$ cat config.mk
export PLATFORM = sky130hd
export DESIGN_NAME = mem_arbiter
export DESIGN_NICKNAME = d
export VERILOG_FILES = /design/src/rtl/mycpu_pkg.sv /design/src/rtl/arb_wait_cnt.sv /design/src/rtl/mem_arbiter.sv
export SDC_FILE = /design/constraint.sdc
export NUM_CORES = 1
export LEC_CHECK = 0
export ABC_AREA = 1
export CORE_MARGIN = 2
export CORE_UTILIZATION = 24
export CTS_BUF_LIST = sky130_fd_sc_hd__clkbuf_8 sky130_fd_sc_hd__clkbuf_16
export DETAILED_ROUTE_END_ITERATION = 8
export PLACE_DENSITY = 0.83
export SLEW_MARGIN = 20
export SYNTH_ARGS = -nofsm -noshare
export SYNTH_HDL_FRONTEND = slang
export SYNTH_SLANG_ARGS = --single-unit
export TNS_END_PERCENT = 1
$ cat constraint.sdc
create_clock -name clk -period 1.2 [get_ports clk]
set_input_delay 0.12 -clock clk [delete_from_list [all_inputs] [get_ports clk]]
set_output_delay 0.12 -clock clk [all_outputs]
set_load 0.03 [all_outputs]
$ cat src/rtl/mycpu_pkg.sv
// Shared types for the CPU memory-port arbiter.
//   arb_state_t : arbiter FSM states
//   ARB_CNT_W   : width of the wait-state and CPU-run counters
package mycpu_pkg;
    localparam int ARB_CNT_W = 4;

    typedef enum logic [1:0] {
        ARB_IDLE = 2'd0,
        ARB_CPU  = 2'd1,
        ARB_DMA  = 2'd2
    } arb_state_t;
endpackage

$ cat src/rtl/arb_wait_cnt.sv
// Loadable down-counter with zero flag, used to stretch slow IO accesses.
//   clk, rst_n  : clock, async active-low reset
//   i_load      : load i_load_val (has priority over i_dec)
//   i_load_val  : value to load
//   i_dec       : decrement, stops at zero
//   o_cnt       : current count
//   o_zero      : count == 0
module arb_wait_cnt
    import mycpu_pkg::*;
(
    input  logic                 clk,
    input  logic                 rst_n,
    input  logic                 i_load,
    input  logic [ARB_CNT_W-1:0] i_load_val,
    input  logic                 i_dec,
    output logic [ARB_CNT_W-1:0] o_cnt,
    output logic                 o_zero
);
    logic [ARB_CNT_W-1:0] r_cnt;

    always_ff @(posedge clk or negedge rst_n) begin
        if (!rst_n)
            r_cnt <= '0;
        else if (i_load)
            r_cnt <= i_load_val;
        else if (i_dec && r_cnt != '0)
            r_cnt <= r_cnt - ARB_CNT_W'(1);
    end

    assign o_cnt  = r_cnt;
    assign o_zero = (r_cnt == '0);
endmodule

$ cat src/rtl/mem_arbiter.sv
// Arbitrates the single memory/IO port between the CPU data path and a DMA
// requester. Fixed CPU priority, with a run counter that forces a DMA grant
// after MAX_CPU_RUN back-to-back CPU grants while DMA waits. IO accesses by
// the CPU are stretched by IO_WAIT wait cycles.
//   clk, rst_n           : clock, async active-low reset
//   cpu_req/wen/iom/addr/wdata -> cpu_rdata, cpu_done, cpu_stall
//   dma_req/wen/addr/wdata     -> dma_rdata, dma_gnt, dma_done
//   mem_addr/wdata/wen/iom     -> bus; mem_rdata <- combinational read data
module mem_arbiter
    import mycpu_pkg::*;
#(
    parameter int IO_WAIT     = 2,
    parameter int MAX_CPU_RUN = 4
) (
    input  logic        clk,
    input  logic        rst_n,
    input  logic        cpu_req,
    input  logic        cpu_wen,
    input  logic        cpu_iom,
    input  logic [15:0] cpu_addr,
    input  logic [15:0] cpu_wdata,
    output logic [15:0] cpu_rdata,
    output logic        cpu_done,
    output logic        cpu_stall,
    input  logic        dma_req,
    input  logic        dma_wen,
    input  logic [15:0] dma_addr,
    input  logic [15:0] dma_wdata,
    output logic [15:0] dma_rdata,
    output logic        dma_gnt,
    output logic        dma_done,
    output logic [15:0] mem_addr,
    output logic [15:0] mem_wdata,
    output logic        mem_wen,
    output logic        mem_iom,
    input  logic [15:0] mem_rdata
);
    localparam logic [ARB_CNT_W-1:0] LP_IO_WAIT = ARB_CNT_W'(IO_WAIT);
    localparam logic [ARB_CNT_W-1:0] LP_MAX_RUN = ARB_CNT_W'(MAX_CPU_RUN);

    arb_state_t           r_state;
    logic [ARB_CNT_W-1:0] r_run_cnt;
    logic                 r_cpu_done;
    logic                 r_dma_done;
    logic                 r_dma_gnt;

    logic                 w_idle;
    logic                 w_cpu_win;
    logic                 w_load;
    logic [ARB_CNT_W-1:0] w_load_val;
    logic                 w_dec;
    logic [ARB_CNT_W-1:0] w_wait_cnt;
    logic                 w_wait_zero;
    logic                 w_wait_one;

    assign w_idle     = (r_state == ARB_IDLE);
    // CPU wins unless DMA is waiting and the CPU has used up its run budget.
    assign w_cpu_win  = cpu_req & (~dma_req | (r_run_cnt != LP_MAX_RUN));
    assign w_load     = w_idle & (cpu_req | dma_req);
    assign w_load_val = (w_cpu_win & cpu_iom) ? LP_IO_WAIT : '0;
    assign w_dec      = ~w_idle & ~w_wait_zero;
    assign w_wait_one = (w_wait_cnt == ARB_CNT_W'(1));

    arb_wait_cnt u_wait (
        .clk        (clk),
        .rst_n      (rst_n),
        .i_load     (w_load),
        .i_load_val (w_load_val),
        .i_dec      (w_dec),
        .o_cnt      (w_wait_cnt),
        .o_zero     (w_wait_zero)
    );

    // Done flags are registered one cycle ahead: they are set on the edge
    // that enters the final access cycle (load of 0, or count going 1 -> 0).
    always_ff @(posedge clk or negedge rst_n) begin
        if (!rst_n) begin
            r_state    <= ARB_IDLE;
            r_run_cnt  <= '0;
            r_cpu_done <= 1'b0;
            r_dma_done <= 1'b0;
            r_dma_gnt  <= 1'b0;
        end else begin
            r_cpu_done <= 1'b0;
            r_dma_done <= 1'b0;
            case (r_state)
                ARB_IDLE: begin
                    if (w_cpu_win) begin
                        r_state    <= ARB_CPU;
                        r_cpu_done <= (w_load_val == '0);
                        if (!dma_req)
                            r_run_cnt <= '0;
                        else if (r_run_cnt != LP_MAX_RUN)
                            r_run_cnt <= r_run_cnt + ARB_CNT_W'(1);
                    end else if (dma_req) begin
                        r_state    <= ARB_DMA;
                        r_dma_gnt  <= 1'b1;
                        r_dma_done <= 1'b1;
                        r_run_cnt  <= '0;
                    end else begin
                        r_run_cnt <= '0;
                    end
                end
                ARB_CPU: begin
                    if (w_wait_zero)
                        r_state <= ARB_IDLE;
                    else if (w_wait_one)
                        r_cpu_done <= 1'b1;
                end
                ARB_DMA: begin
                    if (w_wait_zero) begin
                        r_state   <= ARB_IDLE;
                        r_dma_gnt <= 1'b0;
                    end else if (w_wait_one) begin
                        r_dma_done <= 1'b1;
                    end
                end
                default: begin
                    r_state   <= ARB_IDLE;
                    r_dma_gnt <= 1'b0;
                end
            endcase
        end
    end

    // Bus follows the granted requester's live signals; the write strobe
    // only opens in the final cycle, which is exactly when done is high.
    always_comb begin
        mem_addr  = '0;
        mem_wdata = '0;
        mem_wen   = 1'b1;
        mem_iom   = 1'b0;
        case (r_state)
            ARB_CPU: begin
                mem_addr  = cpu_addr;
                mem_wdata = cpu_wdata;
                mem_iom   = cpu_iom;
                mem_wen   = r_cpu_done ? cpu_wen : 1'b1;
            end
            ARB_DMA: begin
                mem_addr  = dma_addr;
                mem_wdata = dma_wdata;
                mem_wen   = r_dma_done ? dma_wen : 1'b1;
            end
            default: ;
        endcase
    end

    assign cpu_done  = r_cpu_done;
    assign dma_done  = r_dma_done;
    assign dma_gnt   = r_dma_gnt;
    assign cpu_rdata = r_cpu_done ? mem_rdata : '0;
    assign dma_rdata = r_dma_done ? mem_rdata : '0;
    // Gated by reset so the stall reads low while the core is held in reset.
    assign cpu_stall = cpu_req & ~r_cpu_done & rst_n;
endmodule

* Word-level counts from Yosys, hierarchy flattened
Index checks and enable logic that the tools add are counted.
** Word-level totals
- Input port bits :: 87
- Bits in registers :: 13
- Word-level logic and storage cells :: 70
- Output and inout bits :: 70
** Cells by class
- Reductions and logical operators :: 10
- Bitwise operators :: 13
- $add $sub $neg :: 2
- Muxes and demuxes :: 29
- Equal/unequal tests :: 10
** Operators by type and width (count)
- case mux 16 bit (2 select lines) :: 2
- two-way mux 16 bit :: 2
- two-way mux 4 bit :: 5
- two-way mux 1 bit :: 11
- logical NOT 4 bit :: 2
- two-way mux 2 bit :: 4
- AND 1 bit :: 6
- inequality test 2 bit, second input constant :: 3
- inequality test 3 x 2 -> 1 bit, second input constant :: 2
- case mux 1 bit (2 select lines) :: 3
- NOT 1 bit :: 5
- adder 4 x 1 -> 4 bit, second input constant :: 1
- equality test 4 x 1 -> 1 bit, second input constant :: 1
- inequality test 4 x 3 -> 1 bit, second input constant :: 1
- case mux 2 bit (2 select lines) :: 1
- AND reduction 2 bit :: 2
- AND reduction 4 bit :: 1
- nonzero test 4 bit :: 1
- subtractor 4 x 1 -> 4 bit, second input constant :: 1
- case mux 1 bit (3 select lines) :: 1
- equality test 2 x 1 -> 1 bit, second input constant :: 1
- equality test 2 bit, second input constant :: 1
- logical NOT 2 bit :: 1
- inequality test 2 x 1 -> 1 bit, second input constant :: 1
- other kinds (4) :: 5

* Depth between registers and ports, before layout
Gate-level depths: netlist of the first run.
- Word-level depth :: 8
- Depth in mapped cells :: 10
- Depth with buffers taken out :: 10

* By module
Synthesis of the first run repeated with hierarchy kept, for this count alone.
** Second synthesis, totals
- Cell total of the unflattened synthesis :: 310
- Area total of the unflattened synthesis :: 1632.8 µm²
** By module, submodules not included
- mem_arbiter :: sequential area each 225.2 µm², area each 1337.5 µm², cells each 264, instances 1
- arb_wait_cnt :: sequential area each 100.1 µm², area each 295.3 µm², cells each 46, instances 1

* Least setup slack after synthesis of the first run
Ideal clock, no wire load.
- Kind :: register to output
- Start point :: register r_state[1]
- End point :: output port mem_addr[10]
- Stages on the path, launching flop included :: 7
- Data arrival time :: 1.470 ns
- Path buffers :: 2
- Setup slack :: -0.390 ns
- Data required time :: 1.080 ns
- Path through :: dfrtp_1 > inv_1 > ha_1 > buf_2 > buf_2 > nand2_1 > a21oi_1
** On the way
- Cells in the longest elaborated chain, start to end :: 2
- Elaborated cells between the ends (all ways) :: 3
- Classes of those cells :: 2 x eq/ne; 1 x mux
** RTL lines
- start: declaration :: RTL line mem_arbiter.sv:41 : arb_state_t r_state;
- start signal: assignment :: RTL line mem_arbiter.sv:78 : r_state <= ARB_IDLE;
- start signal: assignment :: RTL line mem_arbiter.sv:89 : r_state <= ARB_CPU;
- start signal: assignment :: RTL line mem_arbiter.sv:96 : r_state <= ARB_DMA;
- equality test 2 bit or equality test 2 x 1 -> 1 bit (tied branches) :: RTL line mem_arbiter.sv:133 : case (r_state)
- case mux 16 bit (2 select lines) * :: RTL line mem_arbiter.sv:133
- end: declaration :: RTL line mem_arbiter.sv:32 : output logic [15:0] mem_addr,
Mark *: on every way between the ends. The rest lies on a longest branch, timed or not.

* Worst setup path in the final report of the first run
- Start point :: register r_state[0]
- End point :: output port mem_addr[13]
Same word-level chain as after synthesis.

==> results.cfg, run 1 <==
[status]
outcome = finished, violations left
violations = negative setup slack

[synth]
ys_types = 20
synth_commonest_cells = nand2_1 (112), inv_1 (53), a21oi_1 (33), dfrtp_1 (13), nand3_1 (12)
netlist_area_mm2 = 0.00153
ys_seq_elements = 13
yosys.area.top_type = nand2_1
synth-edff-count = 0
synth_top_area_share_pct = 27.5
yosys_warnings = 0
syn_nets = 373
synth-seq-area-share_pct = 21.3
avgSynthCellArea_um2 = 5.48
syn_inst = 279
synth.area.top_cells = nand2_1 (28%), dfrtp_1 (21%), inv_1 (13%)
ys_async_sr_fraction_pct = 100
ys.flop_type = dfrtp_1
yosys.cell_count.top_type = nand2_1

[cells_and_area]
diodes = 0
design_area_mm2 = 0.00408
drive_gt1_share_pct = 40.1
syn_to_final_growth_pct = 167
final_nets = 546

[global_route]
grt.total_usage_pct = 19.5
grt_pass1_wl_um = 11400
antenna_found_initial = 0
first_global_vias = 2443
grt_max_degree = 20
overflow = 0

[route]
drt_first_pass_iters = 4
drtIter0Drc = 81
wirelength_um = 7410
ant_nets = 0
num_vias = 2459
remaining_drc_errors = 0
wire_per_inst_um = 14.0
viasPerCell = 4.66

[die]
start_util_pct = 24.5
core_area_mm2 = 0.00624
die-area_mm2 = 0.00702
die-height_um = 83.8
core.rowCount = 29
io_pins = 157
die_x_um = 83.8

[timing]
finalWorstSetupSlack_ns = -0.431
min_period_ns = 1.63
rsz0062_at_grt = true
tightest_slew_ns = 0.186
report.final.slew_viol_count = 0
slew_headroom_pct = 87.5
fin_crit_sh_pct = 136
fmax_mhz = 613
setup_viol = 57
hold_ws_ns = 0.208
fin_skew_ns = 0.00286
hold_violations = 0

[cts]
cts_tree = built
clk_pin_slew_ns = 0.06
clock-root-buffer = clkbuf_8
cts.sinks = 13
numCtsBuffers = 3
clk_path_buf_depth = 2
clk_latency_ns = 0.25
htreeDepth = 1

[placement]
routabilityCongestion = 0.819
portBuffers = 156
hpwl_um = 5380
placed_area_mm2 = 0.00353
pre_cts_ws_ns = -0.295

[pwr]
p_total_mw = 8.04
ir_drop_uv = 1360
power_density_mw_per_mm2 = 1970
power.leakage_nw = 1.87

[setup_path]
path_cells = inv_2 -> ha_4 -> buf_12 -> nand2_1 -> a21oi_4 -> buf_6
slowest_delay_ns = 0.40
worstSetupStartpointType = flop
critPathArrivalTime_ns = 1.51
crit_family = flip-flops
cp-end-kind = output port
crit_fanout = 17
critical-path-slowest-cell = dfrtp_1
worstPathRequired_ns = 1.08
path_class = reg -> out
path_depth = 6
crit_buf_inv = 3
rr_worst_depth = 7

[job]
maxCapViolCount = 0

[worst_hold_path]
holdCritPathClass = in -> async
==> worst paths after layout <==
check,start,end,slack [ns]
min in group clk,cpu_req,u_wait.o_cnt[2],0.32
setup / recovery,r_state[0],mem_addr[13],-0.43
max in group asynchronous,rst_n,cpu_done,0.81
hold reg to reg,u_wait.o_cnt[1],u_wait.o_cnt[1],0.53
setup reg to reg,r_state[1],dma_gnt,-0.08
hold / removal,rst_n,r_run_cnt[0],0.21
==> sequential cells by signal, indices dropped and copies added (netlist names) <==
signal / flops
u_wait.o_cnt: 4
cpu_done: 1
r_state: 2
r_run_cnt: 4
dma_done: 1
dma_gnt: 1
==> kinds of logic (layout without fill, tap and decap cells) <==
logic type	after synthesis	count (layout)	synth area share (%)
flip-flops	13	13	21.3
XOR/XNOR	2	2	1.15
AND/OR/NAND/NOR	139	139	37.0
buffers and inverters	71	243	19.0
AO/OA/AOI/OAI	47	47	15.8
adder cells (fa/ha/maj)	7	7	5.73
==> placed cells by master, fill, tap and decap left out <==
master and n:
a21oi_2 3, a21oi_4 31, buf_12 7, buf_16 2
buf_4 18, buf_6 71, clkbuf_8 3, clkdlybuf4s50_1 85
dfrtp_1 12, dfrtp_2 1, dlymetal6s2s_1 1, ha_1 2
ha_2 1, ha_4 4, inv_1 40, inv_2 13
inv_4 2, inv_6 1, nand2_1 99, nand2_2 12
nand2_4 2, nand3_1 8, nand3_2 4, nand3_4 1
nand4_1 5, nor2_1 5, nor2_2 2, nor2_4 1
o21ai_0 3, o21ai_1 6, o21ai_2 2, o22ai_1 2
xor2_1 2
==> worst register-to-register path, delay by kind of cell (launching register included) <==
kind	cells	cell delay (ns)
buf+inv	2	0.27
simple gates	3	0.19
flops	1	0.40
fa+ha+maj	1	0.18
compound gates	1	0.13
==> repair_timing <==
| action | 4_1_cts | 5_1_grt |
|---|---|---|
| endpoints found under the setup margin | 73 | 78 |
| setup buffers | 3 | 0 |
| hold endpoints to repair | 0 | 0 |
| gates resized for setup | 78 | 56 |
| pin swaps | 3 | 2 |
| hold buffers | 0 | 0 |
| gates cloned | 2 | 0 |
==> per-stage QoR <==
stage / TNS [ns] / instances / utilization [%]
after global placement: -8.02 / 519 / 56.5
final: -14.61 / 528 / 65.4
after floorplan: -5.16 / 279 / -
after CTS: -14.19 / 528 / 62.9
after detailed placement: -9.90 / 519 / 56.5
after global routing: -17.69 / 528 / 65.4
==> layout make-up <==
type,instances,area [um^2]
fill,485,2160
timing repair buffer,184,1990
multi-input combinational,195,1400
sequential,13,327
inverter,55,216
tap,77,96.3
clock buffer,3,41.3
clock inverter,1,3.75
==> power by group <==
| part | internal, mW | leakage (nW) | total (mW) | switching, mW |
|---|---|---|---|---|
| sequential | 0.584 | 0.170 | 0.711 | 0.127 |
| combinational | 3.00 | 1.67 | 6.93 | 3.93 |
| clock | 0.227 | 0.0269 | 0.396 | 0.169 |
| total | 3.81 | 1.87 | 8.04 | 4.23 |
==> routing by layer <==
| metal | wire length, um | track usage (%) | up-vias |
|---|---|---|---|
| li1 | - | - | 1197 |
| met1 | 2830 | 21.8 | 1151 |
| met2 | 4010 | 38.3 | 96 |
| met3 | 424 | 2.87 | 15 |
| met4 | 146 | 4.40 | 0 |
| met5 | 0 | 0 | - |
No activity file was read; power rests on OpenSTA's default activity.
==> inputs of run 2 (changes only) <==
Settings changed: SETUP_SLACK_MARGIN set to 0.4.
==> run 2 against run 1 <==
  * The flow still finishes with violations (negative setup slack)
  * Hold slack lost 0.0012 ns
  * Combinational power shrank 0.6%
  * Register-to-register slack is essentially flat
  * Flip-flop and latch count is the same
  * Via count shrank 0.37%
  * Total power shrank 0.54%
  * Critical endpoint unchanged
  * Largest cell class unchanged
  * Highest routed layer unchanged
==> results.cfg, run 2 (synthesis gave the netlist of run 1 again) <==
[job]
maxCapViolCount = 0

[setup_path]
cp-end-kind = output port
r2r-start = r_state[0]
crit_fanout = 17
rrSetupSlack_ns = -0.08
critical-path-slowest-cell = dfrtp_1
r2r_end = u_wait.o_cnt[3]
critPathArrivalTime_ns = 1.51
worstSetupStartpointType = flop
crit_buf_inv = 3
path_cells = inv_2 -> ha_4 -> buf_12 -> nand2_1 -> a21oi_4 -> buf_6
slowest_delay_ns = 0.40
path_depth = 6
crit_family = flip-flops
path_class = reg -> out
worstPathRequired_ns = 1.08
rr_worst_depth = 8

[timing]
fin_skew_ns = 0.00464
tightest_slew_ns = 0.186
hold_violations = 0
final.setup.tns_ns = -14.41
fin_crit_sh_pct = 136
hold_ws_ns = 0.207
slew_headroom_pct = 87.6
fmax_mhz = 614
min_period_ns = 1.63
finalWorstSetupSlack_ns = -0.428
rsz0062_at_grt = true
report.final.slew_viol_count = 0
setup_viol = 59

[global_route]
grt.total_usage_pct = 19.8
grt_max_degree = 20
grt_pass1_wl_um = 11500
antenna_found_initial = 0
overflow = 0
first_global_vias = 2475

[route]
drtIter0Drc = 50
wire_per_inst_um = 14.0
remaining_drc_errors = 0
num_vias = 2450
ant_nets = 0
wirelength_um = 7400
drt_first_pass_iters = 4
viasPerCell = 4.64

[die]
core_area_mm2 = 0.00624
die_x_um = 83.8
io_pins = 157
start_util_pct = 24.5
die-area_mm2 = 0.00702
die-height_um = 83.8
core.rowCount = 29

[cells_and_area]
fin_util_pct = 65.3
syn_to_final_growth_pct = 167
layout_common_cells = nand2_1 (100), clkdlybuf4s50_1 (85), buf_6 (72), inv_1 (38), a21oi_4 (31)
regArea_um2 = 327
diodes = 0
fillCellCount = 490
drive_gt1_share_pct = 40.6
final_common_cell = nand2_1
multi_input_area_mm2 = 0.00140
final_nets = 546
design_area_mm2 = 0.00408
fin_cells = 528

[cts]
cts_tree = built
cts.sinks = 13
htreeDepth = 1
clk_pin_slew_ns = 0.06
clk_path_buf_depth = 2
clock-root-buffer = clkbuf_8
clk_latency_ns = 0.25
numCtsBuffers = 3

[status]
violations = negative setup slack
outcome = finished, violations left

[pwr]
p_clk_share_pct = 4.9
p_total_mw = 8.00
netSwitchingPower_mw = 4.20
share_comb_of_total_power_pct = 86.2
p_int_mw = 3.79
ir_drop_uv = 1360
pwr-share-seq_pct = 8.9
sw_frac_of_total_pct = 52.6
power_density_mw_per_mm2 = 1960
power.leakage_nw = 1.86

[placement]
portBuffers = 156
placed_cells = 519
pre_cts_ws_ns = -0.295
placed_area_mm2 = 0.00353
routabilityCongestion = 0.819
hpwl_um = 5380

[worst_hold_path]
holdCritPathClass = in -> async
==> run 2: cell count changes in the layout (fill, tap and decap cells not counted), moves of 2 or more <==
cell / delta
buf_8: +2
inv_2: +2
inv_1: -2
buf_4: -2
==> run 2: final cells by class <==
| cell class | instances | share of cell area, % |
|---|---|---|
| clock inverters | 1 | 0.0921 |
| inverters | 55 | 5.31 |
| multi-input cells | 195 | 34.2 |
| clock buffers | 3 | 1.01 |
| well taps | 77 | 2.36 |
| flip-flops and latches | 13 | 8.01 |
| repair buffers | 184 | 49.0 |
==> run 2: routing by layer <==
metal,wire length (um),track usage [%],vias to the layer above
li1,-,-,1195
met1,2750,21.9,1156
met2,4150,38.8,90
met3,427,3.17,9
met4,72,4.84,0
met5,0,0,-
==> run 2: worst max-delay path by stage <==
stage / end / slack, ns / from
6_report: mem_addr[13] / -0.43 / r_state[0]
5_1_grt: mem_wdata[4] / -0.49 / r_state[0]
4_1_cts: mem_addr[13] / -0.43 / r_state[1]
3_5_place_dp: mem_addr[13] / -0.30 / r_state[0]
3_3_place_gp: mem_wdata[2] / -0.23 / r_state[0]
2_1_floorplan: mem_addr[10] / -0.12 / r_state[0]
==> run 2: worst register-to-register path: stages (launching register included) <==
cell     delay, ns
dfrtp_1       0.40
inv_2         0.11
ha_4          0.19
inv_4         0.07
nor2_4        0.10
inv_2         0.07
nand2_4       0.07
nand4_1       0.10
o21ai_0       0.10
==> run 2: power groups by stage <==
stage	Combinational, mW	Sequential, mW	Clock [mW]
after floorplan	3.97	0.735	0
after global placement	5.58	0.687	0
after detailed placement	5.68	0.697	0
after CTS	6.68	0.701	0.400
after global routing	7.28	0.726	0.408
final	6.89	0.712	0.390
==> run 2: repair_timing <==
| action | CTS | global route |
|---|---|---|
| hold buffers | 0 | 0 |
| resized for setup | 101 | 36 |
| setup buffers | 3 | 0 |
| setup endpoints to repair | 83 | 83 |
| gates cloned | 2 | 0 |
| pin swaps | 7 | 3 |
